==> src/rtl/xalu_seq.sv <==
// xalu_seq: sequential ALU with single-cycle logic/arithmetic, multi-cycle SHR and shift-add MUL
// Ports: clk/rst (sync, active-high); start/f/a/b/use_acc/ci/com request an operation;
// y/co/zero/neg_zero/equ are the registered result and flags; busy/done report progress.
module xalu_seq #(
    parameter int WIDTH = 8,
    parameter int SAW   = $clog2(WIDTH)
) (
    input  logic             clk,
    input  logic             rst,
    input  logic             start,
    input  logic [2:0]       f,
    input  logic [WIDTH-1:0] a,
    input  logic [WIDTH-1:0] b,
    input  logic             use_acc,
    input  logic             ci,
    input  logic             com,
    output logic [WIDTH-1:0] y,
    output logic             co,
    output logic             zero,
    output logic             neg_zero,
    output logic             equ,
    output logic             busy,
    output logic             done
);
    // One counter serves both the shift amount and the multiplier bit count.
    localparam int CW = (SAW > $clog2(WIDTH + 1)) ? SAW : $clog2(WIDTH + 1);
    typedef enum logic [1:0] {S_IDLE, S_SHIFT, S_MUL} state_t;
    state_t r_state, w_next;
    logic [WIDTH-1:0]   r_y, r_sh, r_mp;
    logic [2*WIDTH-1:0] r_prod, r_mc;
    logic [CW-1:0]      r_cnt;
    logic               r_co, r_zero, r_nz, r_equ, r_done, r_ci, r_com, r_eq;
    logic               w_acc, w_single, w_commit, w_sco, w_co, w_eq, w_com;
    logic [WIDTH-1:0]   w_opa, w_sres, w_res, w_sh_next, w_y;
    logic [WIDTH:0]     w_add, w_sub;
    logic [2*WIDTH-1:0] w_prod_next;
    logic [SAW-1:0]     w_n;

    always_comb begin
        w_opa       = use_acc ? r_y : a;
        w_n         = b[SAW-1:0];
        w_acc       = (r_state == S_IDLE) && start;
        w_add       = {1'b0, w_opa} + {1'b0, b} + {{WIDTH{1'b0}}, ci};
        w_sub       = {1'b0, w_opa} + {1'b0, ~b} + {{WIDTH{1'b0}}, ci};
        // SHR by zero completes immediately as a pass of operand A.
        w_single    = (f <= 3'd5) || ((f == 3'd6) && (w_n == '0));
        w_sco       = (f == 3'd0) ? w_add[WIDTH] : (f == 3'd4) ? w_sub[WIDTH] : 1'b0;
        w_sres      = (f == 3'd0) ? w_add[WIDTH-1:0] :
                      (f == 3'd1) ? (w_opa & b) :
                      (f == 3'd2) ? (w_opa | b) :
                      (f == 3'd3) ? (w_opa ^ b) :
                      (f == 3'd4) ? w_sub[WIDTH-1:0] :
                      (f == 3'd5) ? b : w_opa;
        w_sh_next   = {r_ci, r_sh[WIDTH-1:1]};
        w_prod_next = r_prod + (r_mp[0] ? r_mc : '0);
        // Multi-cycle ops finish on the cycle their counter reaches one.
        w_commit    = (w_acc && w_single) || ((r_state != S_IDLE) && (r_cnt == CW'(1)));
        w_res       = (r_state == S_SHIFT) ? w_sh_next :
                      (r_state == S_MUL)   ? w_prod_next[WIDTH-1:0] : w_sres;
        w_co        = (r_state == S_SHIFT) ? r_sh[0] :
                      (r_state == S_MUL)   ? |w_prod_next[2*WIDTH-1:WIDTH] : w_sco;
        w_eq        = (r_state == S_IDLE) ? (w_opa == b) : r_eq;
        w_com       = (r_state == S_IDLE) ? com : r_com;
        w_y         = w_res ^ {WIDTH{w_com}};
    end

    always_ff @(posedge clk) begin
        if (rst) r_state <= S_IDLE;
        else     r_state <= w_next;
    end

    always_comb begin
        w_next = r_state;
        case (r_state)
            S_IDLE:  w_next = !w_acc ? S_IDLE : (f == 3'd7) ? S_MUL : w_single ? S_IDLE : S_SHIFT;
            S_SHIFT: w_next = (r_cnt == CW'(1)) ? S_IDLE : S_SHIFT;
            S_MUL:   w_next = (r_cnt == CW'(1)) ? S_IDLE : S_MUL;
            default: w_next = S_IDLE;
        endcase
    end

    always_comb begin
        busy     = (r_state != S_IDLE);
        done     = r_done;
        y        = r_y;
        co       = r_co;
        zero     = r_zero;
        neg_zero = r_nz;
        equ      = r_equ;
    end

    always_ff @(posedge clk) begin
        if (rst) begin
            r_y    <= '0;
            r_co   <= 1'b0;
            r_zero <= 1'b1;
            r_nz   <= 1'b0;
            r_equ  <= 1'b0;
            r_done <= 1'b0;
            r_ci   <= 1'b0;
            r_com  <= 1'b0;
            r_eq   <= 1'b0;
            r_sh   <= '0;
            r_prod <= '0;
            r_mc   <= '0;
            r_mp   <= '0;
            r_cnt  <= '0;
        end else begin
            r_done <= w_commit;
            if (w_commit) begin
                r_y    <= w_y;
                r_co   <= w_co;
                r_zero <= (w_y == '0);
                r_nz   <= &w_y;
                r_equ  <= w_eq;
            end
            if (w_acc) begin
                r_ci   <= ci;
                r_com  <= com;
                r_eq   <= (w_opa == b);
                r_sh   <= w_opa;
                r_prod <= '0;
                r_mc   <= {{WIDTH{1'b0}}, w_opa};
                r_mp   <= b;
                r_cnt  <= (f == 3'd7) ? CW'(WIDTH) : CW'(w_n);
            end else if (r_state == S_SHIFT) begin
                r_sh   <= w_sh_next;
                r_cnt  <= r_cnt - CW'(1);
            end else if (r_state == S_MUL) begin
                r_prod <= w_prod_next;
                r_mc   <= r_mc << 1;
                r_mp   <= r_mp >> 1;
                r_cnt  <= r_cnt - CW'(1);
            end
        end
    end
endmodule

==> config.mk <==
export PLATFORM = sky130hd
export DESIGN_NAME = xalu_seq
export DESIGN_NICKNAME = d
export VERILOG_FILES = /design/src/rtl/xalu_seq.sv
export SDC_FILE = /design/constraint.sdc
export NUM_CORES = 1
export LEC_CHECK = 0
export BUFFER_PORTS_ARGS = -buffer_cell sky130_fd_sc_hd__buf_2
export CORE_ASPECT_RATIO = 1.1
export CORE_UTILIZATION = 39
export CTS_BUF_LIST = sky130_fd_sc_hd__clkbuf_16
export CTS_CLUSTER_DIAMETER = 40
export DETAILED_ROUTE_END_ITERATION = 7
export PLACE_DENSITY_LB_ADDON = 0.15
export SKIP_CTS_REPAIR_TIMING = 1
export SYNTH_ARGS = -nofsm -noshare
export SYNTH_HDL_FRONTEND = slang
export SYNTH_SLANG_ARGS = --single-unit
==> constraint.sdc <==
create_clock -name clk -period 3.14 [get_ports clk]
set_input_delay 0.314 -clock clk [delete_from_list [all_inputs] [get_ports clk]]
set_output_delay 0.314 -clock clk [all_outputs]
set_load 0.005 [all_outputs]
==> flow_summary.ini, run 1 <==
[sta]
timing.final.crit_share = 0.977
fin_ws_ps = 73.7
slew_headroom = 0.489
rsz0062_at_grt = yes
hold_viol_final = 0
fin_skew_ps = 10.5
tightestPinTransition_ps = 763
setup_viol = 0
final.min_clock_period_ps = 3070
final_max_slew_viol_count = 0
max_clock_freq_mhz = 326

[place]
gp_congestion = 0.930
dpl_cell_area_sq_mm = 0.00633
port_buffers = 38
post-place-ws_ps = -287
dp_hpwl_microns = 14100

[worst_setup_path]
critical_path_arrival_ps = 3340
timing.critical_path.required_ps = 3420
crit_fanout = 3
cp-start-kind = flop
crit_path_end_kind = flop
critical_path_class = flop to flop

[route]
wl_met1_microns = 7690
initial_drc_count = 357
detail_route.wl_per_cell_microns = 18.1
antenna_left = 0
drc_errors = 0
dr_total_vias = 5577
drtPass1Iterations = 5
top_signal_layer_used = met4
met2_length_microns = 8970
met3RoutedLength_microns = 774
postRouteWirelength_microns = 18100
via_per_inst = 5.58

[floorplan]
placementRows = 45
chipWidth_microns = 116
ioPinCount = 39
fp.dieArea_sq_mm = 0.0147
core_area_sq_mm = 0.0139
die-height_microns = 127
initial_utilization = 0.399

[clock_tree]
clk_path_buf_depth = 2
number_of_clock_sinks = 70
clk_pin_slew_worst_paths_ps = 50
cts_root_buffer = sky130_fd_sc_hd__clkbuf_16
cts_tree = done
cts_inserted_buffers = 9
htree_num_levels = 3
clk-insertion-delay-late_ps = 340

[grt]
grt_max_degree = 27
global_route.usage.total = 0.253
wire_length_of_the_first_global_routing_pass_microns = 28300
number_of_global_route_vias_before_repair = 5416
residual_overflow_from_global_routing = 0
antenna_found_initial = 0

[synthesis]
synth-seq-cells = 70
synth_cell_type_count = 82
sequential_fraction_of_the_synthesis_area = 0.253
synth_xor_xnor_area_share = 0.0333
yosys-top-cells-count = 97 x sky130_fd_sc_hd__nand2_1, 76 x sky130_fd_sc_hd__nor2_1, 70 x sky130_fd_sc_hd__a21oi_1, 70 x sky130_fd_sc_hd__dfxtp_1, 45 x sky130_fd_sc_hd__ha_1
synthesis_warning_total = 0
synth-edff-count = 0
synth_top_family_by_area = compound AO/OA/AOI/OAI gates
synth-main-ff-cell = sky130_fd_sc_hd__dfxtp_1
synthesis.instances = 724
synth_simple_gate_area_frac = 0.246
syn-num-nets = 799
synth_async_sr_flop_share = 0
post-synth-top-count-cell = sky130_fd_sc_hd__nand2_1
synthesis.area_sq_mm = 0.00553
post-synth-top-area-cell = sky130_fd_sc_hd__dfxtp_1
synth_top_area_share = 0.253
syn_area_per_cell_sq_um = 7.64
synth-compound-area-share = 0.255
synth_mux_area_frac = 0.0353
post_synth_main_area_contributors = sky130_fd_sc_hd__dfxtp_1 25%, sky130_fd_sc_hd__ha_1 10%, sky130_fd_sc_hd__nand2_1 6.6%
synth-adder-area-share = 0.120

[finish]
area.sequential_sq_mm = 0.00140
filler_cell_count_in_the_final_layout = 1415
finalCoreUtilization = 0.489
insertedDiodeCount = 0
post-route-cell-area_sq_mm = 0.00677
nNetsFinal = 881
final_layout_size_suffix_gt1_frac = 0.223
flow.area_growth_from_synthesis_pct = 22.5
multi_input_comb_area_sq_mm = 0.00396

[outcome]
outcome = finished clean

[pwr]
power.internal_uw = 1970
vdd_drop_max_mv = 0.266
power.share.clock = 0.339
power.switching_fraction = 0.332
power.static_leakage_uw = 0.00289
total_switching_power_uw = 981
cellPowerDensity_mw_per_mm2 = 436
power.sequential.fraction = 0.332
pwr-share-comb = 0.329
finalPower_uw = 2950

[hold_path]
hold_path.class = input port to flop

[job]
maxCapViolCount = 0
[final timing paths]
| kind | from | cells past startpoint | endpoint | slack [ps] |
|---|---|---|---|---|
| setup / recovery | y[0]$_SDFFE_PP0P_ | 11 | zero$_SDFFE_PP1P_ | 70 |
| hold / removal | com | 3 | r_com$_SDFFE_PP0P_ | 250 |
| setup reg to reg | y[0]$_SDFFE_PP0P_ | 11 | zero$_SDFFE_PP1P_ | 70 |
| hold reg to reg | r_mc[3]$_SDFFE_PP0P_ | 2 | r_mc[3]$_SDFFE_PP0P_ | 460 |
[per-layer routing]
metal | up-vias | track usage
li1 | 2750 | -
met1 | 2636 | 0.306
met3 | 38 | 0.0392
met5 | - | 0
met2 | 153 | 0.436
met4 | 0 | 0.117
[through the flow]
stage	setup TNS, ps	hold WS (ps)	std cells
after global routing	-97.4	260	999
after global placement	-1220	447	982
after detailed placement	-1600	453	982
after CTS	-245	246	998
after floorplan	0	437	724
final	0	253	999
[power by group through the flow]
stage / clock network (uW) / logic (uW) / registers [uW]
finish: 1000 / 971 / 982
global route: 1050 / 1060 / 988
CTS: 1020 / 896 / 980
detailed placement: 0 / 892 / 999
global placement: 0 / 880 / 998
floorplan: 0 / 537 / 990
[kinds of logic (layout without fill, tap and decap cells)]
kind of cell,Yosys count,in the layout
fa+ha+maj,50,50
simple gates,282,282
compound gates,208,208
mux,17,17
flops,70,70
xor+xnor,21,21
buf+inv,76,163
[layout by cell type (no fill, tap or decap), types with 6 or more instances in the layout]
| master | n |
|---|---|
| sky130_fd_sc_hd__buf_4 | 75 |
| sky130_fd_sc_hd__and2_1 | 17 |
| sky130_fd_sc_hd__xnor2_1 | 6 |
| sky130_fd_sc_hd__dfxtp_1 | 68 |
| sky130_fd_sc_hd__o21a_1 | 7 |
| sky130_fd_sc_hd__a221oi_1 | 6 |
| sky130_fd_sc_hd__nor3_1 | 15 |
| sky130_fd_sc_hd__nor2b_1 | 12 |
| sky130_fd_sc_hd__a311oi_1 | 10 |
| sky130_fd_sc_hd__inv_1 | 34 |
| sky130_fd_sc_hd__nor2_1 | 75 |
| sky130_fd_sc_hd__nand2b_1 | 14 |
| sky130_fd_sc_hd__nand2_1 | 97 |
| sky130_fd_sc_hd__ha_1 | 45 |
| sky130_fd_sc_hd__nand3_1 | 8 |
| sky130_fd_sc_hd__mux2i_1 | 10 |
| sky130_fd_sc_hd__o21ai_0 | 21 |
| sky130_fd_sc_hd__a31oi_1 | 11 |
| sky130_fd_sc_hd__o22ai_1 | 6 |
| sky130_fd_sc_hd__xor2_1 | 10 |
| sky130_fd_sc_hd__a211oi_1 | 11 |
| sky130_fd_sc_hd__clkbuf_16 | 9 |
| sky130_fd_sc_hd__buf_2 | 38 |
| sky130_fd_sc_hd__a21oi_1 | 68 |
[flip-flops by register name, indices dropped and copies added (netlist names), 2 cells and up]
name and count:
r_state 2, r_sh 8, r_mc 16, r_prod 16, y 8, r_cnt 4, r_mp 8
[critical path, stage by stage (launching register included)]
cell and delay [ps]:
sky130_fd_sc_hd__dfxtp_2 330, sky130_fd_sc_hd__mux2_4 180, sky130_fd_sc_hd__inv_1 70, sky130_fd_sc_hd__fa_1 390, sky130_fd_sc_hd__fa_1 430, sky130_fd_sc_hd__xor2_1 190, sky130_fd_sc_hd__a311oi_1 350, sky130_fd_sc_hd__o31ai_2 150
sky130_fd_sc_hd__xnor2_2 290, sky130_fd_sc_hd__nand4_1 160, sky130_fd_sc_hd__nor4_2 300, sky130_fd_sc_hd__a31o_1 170
[area by class of cell]
type | count | share of cell area
sequential | 70 | 0.207
tap | 188 | 0.0347
timing repair buffer | 114 | 0.113
clock buffer | 9 | 0.0332
inverter | 33 | 0.0183
multi-input combinational | 578 | 0.585
clock inverter | 7 | 0.00850
No activity file was read; power rests on OpenSTA's default activity.
==> run 2, diff against run 1 <==
- ABC_AREA: default -> 1
==> run 2 against run 1 <==
Clock-buffer cell count unchanged. Global-route usage decreased by 1.7 points. Total power fell by 4.1%. Synthesized area rose by 2.5%. First-iteration DRC count rose by 22%. Sequential power about the same. Critical path depth up 11. Hold slack better by 29 ps. Final area down 4.8%. Largest cell class unchanged. Highest routed layer unchanged.
==> flow_summary.ini, run 2 <==
[synthesis]
yosys-top-cells-count = 283 x sky130_fd_sc_hd__nand2_1, 144 x sky130_fd_sc_hd__inv_1, 77 x sky130_fd_sc_hd__a21oi_1
synth_cell_type_count = 47
post-synth-top-count-cell = sky130_fd_sc_hd__nand2_1
post-synth-top-area-cell = sky130_fd_sc_hd__dfxtp_1
synth-edff-count = 0
synth-seq-cells = 70
synth_async_sr_flop_share = 0
synthesis.area_sq_mm = 0.00567
syn-num-nets = 991
post_synth_main_area_contributors = sky130_fd_sc_hd__dfxtp_1 25%, sky130_fd_sc_hd__nand2_1 19%, sky130_fd_sc_hd__ha_1 9.9%
syn_area_per_cell_sq_um = 6.19
synth_top_area_share = 0.247
synth-main-ff-cell = sky130_fd_sc_hd__dfxtp_1
synthesis_warning_total = 0
sequential_fraction_of_the_synthesis_area = 0.247
synthesis.instances = 916

[place]
place_inst = 1136
dp_hpwl_microns = 12800
port_buffers = 38
dpl_cell_area_sq_mm = 0.00612
gp_congestion = 0.919

[clock_tree]
cts_root_buffer = sky130_fd_sc_hd__clkbuf_16
clk_pin_slew_worst_paths_ps = 60
cts_tree = done
clk-insertion-delay-late_ps = 350
cts_inserted_buffers = 9
htree_num_levels = 3
number_of_clock_sinks = 70
clk_path_buf_depth = 2

[sta]
final_max_slew_viol_count = 0
fin_skew_ps = 6.77
final.min_clock_period_ps = 2900
max_clock_freq_mhz = 345
hold_viol_final = 0
tightestPinTransition_ps = 963
slew_headroom = 0.356
setup_viol = 0
timing.final.crit_share = 0.924

[hold_path]
number_of_cells_on_the_worst_hold_path = 3
hold_path.class = input port to flop

[route]
dr_total_vias = 5733
postRouteWirelength_microns = 16500
drc_errors = 0
antenna_left = 0
drtPass1Iterations = 5
initial_drc_count = 437
via_per_inst = 4.97
detail_route.wl_per_cell_microns = 14.3

[pwr]
cellPowerDensity_mw_per_mm2 = 439
vdd_drop_max_mv = 0.215
finalPower_uw = 2830
power.static_leakage_uw = 0.00346

[finish]
layout_top_registers = r_mc x16, r_prod x16
area.sequential_sq_mm = 0.00140
finish.cell_count_without_fillers = 1153
final_cell_mix = 281 x sky130_fd_sc_hd__nand2_1, 143 x sky130_fd_sc_hd__inv_1, 76 x sky130_fd_sc_hd__a21oi_1
layout_commonest_cell = sky130_fd_sc_hd__nand2_1
final_layout_size_suffix_gt1_frac = 0.113
flow.area_growth_from_synthesis_pct = 13.8
multi_input_comb_area_sq_mm = 0.00356
filler_cell_count_in_the_final_layout = 1503
post-route-cell-area_sq_mm = 0.00645
nNetsFinal = 1035
insertedDiodeCount = 0

[worst_setup_path]
crit_path_frequent_cell = sky130_fd_sc_hd__nand2_1
timing.critical_path.depth = 22
critical_path.max_stage_delay_ps = 440
worstPathBufferInverterCount = 3
timing.critical_path.required_ps = 3380
timing.critical_path.max_delay_family = simple AND/OR/NAND/NOR gates
worst-r2r-cell-count = 22
cp-start-kind = flop
crit_path_end_kind = flop
crit_fanout = 3
critical_path_arrival_ps = 3140
critical-path-slowest-cell = sky130_fd_sc_hd__fa_1
critical_path_class = flop to flop
crit_path_cell_trace = inv_1 > nand2_1 > nand2_2 > fa_1 > fa_1 > o21ai_2 > nand2_1 > nand2_1 > a21oi_1 > or2_2 > nand3_1 > nand2_1 > nand2_1 > nand2_1 > nand2_1 > nand2_1 > nand2_1 > nand2_1 > inv_1 > nand2_1 > o211ai_1 > inv_1

[floorplan]
core_area_sq_mm = 0.0140
fp.dieArea_sq_mm = 0.0150
chipWidth_microns = 117
die-height_microns = 128
initial_utilization = 0.404
ioPinCount = 39
placementRows = 45

[grt]
number_of_global_route_vias_before_repair = 5456
grt_max_degree = 28
wire_length_of_the_first_global_routing_pass_microns = 27000
antenna_found_initial = 0
residual_overflow_from_global_routing = 0
global_route.usage.total = 0.237

[outcome]
outcome = finished clean

[job]
maxCapViolCount = 0
## run 2: changes by cell type in the layout (fill, tap and decap cells not counted), moves of 12 or more
cell / delta
sky130_fd_sc_hd__nand2b_1: -14
sky130_fd_sc_hd__nor2b_1: -12
sky130_fd_sc_hd__nand2_1: +184
sky130_fd_sc_hd__nor3_1: -12
sky130_fd_sc_hd__nor2_1: -16
sky130_fd_sc_hd__buf_4: -50
sky130_fd_sc_hd__inv_1: +109
sky130_fd_sc_hd__o21ai_0: +34
sky130_fd_sc_hd__o211ai_1: +16
sky130_fd_sc_hd__and2_1: -16
sky130_fd_sc_hd__nand3_1: +47
## run 2: worst paths after layout
kind                           end  slack [ps]             startpoint
max              y[6]$_SDFFE_PP0P_         240      y[0]$_SDFFE_PP0P_
min             r_com$_SDFFE_PP0P_         280                    com
max reg2reg      y[6]$_SDFFE_PP0P_         240      y[0]$_SDFFE_PP0P_
min reg2reg  r_mc[15]$_SDFFE_PP0P_         470  r_mc[15]$_SDFFE_PP0P_
## run 2: through the flow
step | worst slack (ps) | setup TNS, ps | hold slack (ps) | utilization
2_1_floorplan | 304 | 0 | 429 | -
3_3_place_gp | 101 | 0 | 456 | 0.436
3_5_place_dp | 69.1 | 0 | 461 | 0.436
4_1_cts | 172 | 0 | 271 | 0.458
5_1_grt | -23.5 | -23.5 | 316 | 0.460
6_report | 239 | 0 | 282 | 0.460
## run 2: logic make-up after synthesis
group,count (synthesis),synth area share
AND/OR/NAND/NOR,431,0.320
buffers and inverters,179,0.128
flip-flops,70,0.247
XOR/XNOR,10,0.0155
AO/OA/AOI/OAI,176,0.173
adder cells (fa/ha/maj),50,0.117
## run 2: where the power goes
group / internal, uW / switching, uW / leakage, uW
logic: 275 / 508 / 0.00274
clock network: 628 / 441 / 0.000149
registers: 946 / 36.5 / 0.000573
total: 1850 / 985 / 0.00346
## run 2: worst min-delay path, stage by stage
cell and delay, ps:
sky130_fd_sc_hd__buf_2 100, sky130_fd_sc_hd__inv_1 60, sky130_fd_sc_hd__o21ai_0 90
## run 2: routing by layer
layer,part of all wire,wire length (microns),up-vias,global-route usage
met5,0,0,-,0
met3,0.031,511,30,0.0231
li1,-,-,3005,-
met4,0.037,615,0,0.128
met2,0.48,7940,99,0.394
met1,0.45,7400,2599,0.300
## run 2: layout make-up
cell class | instances | area share
multi-input cells | 667 | 0.552
flip-flops and latches | 70 | 0.217
inverters | 149 | 0.0883
repair buffers | 63 | 0.0586
well taps | 188 | 0.0365
clock buffers | 9 | 0.0349
clock inverters | 7 | 0.0124
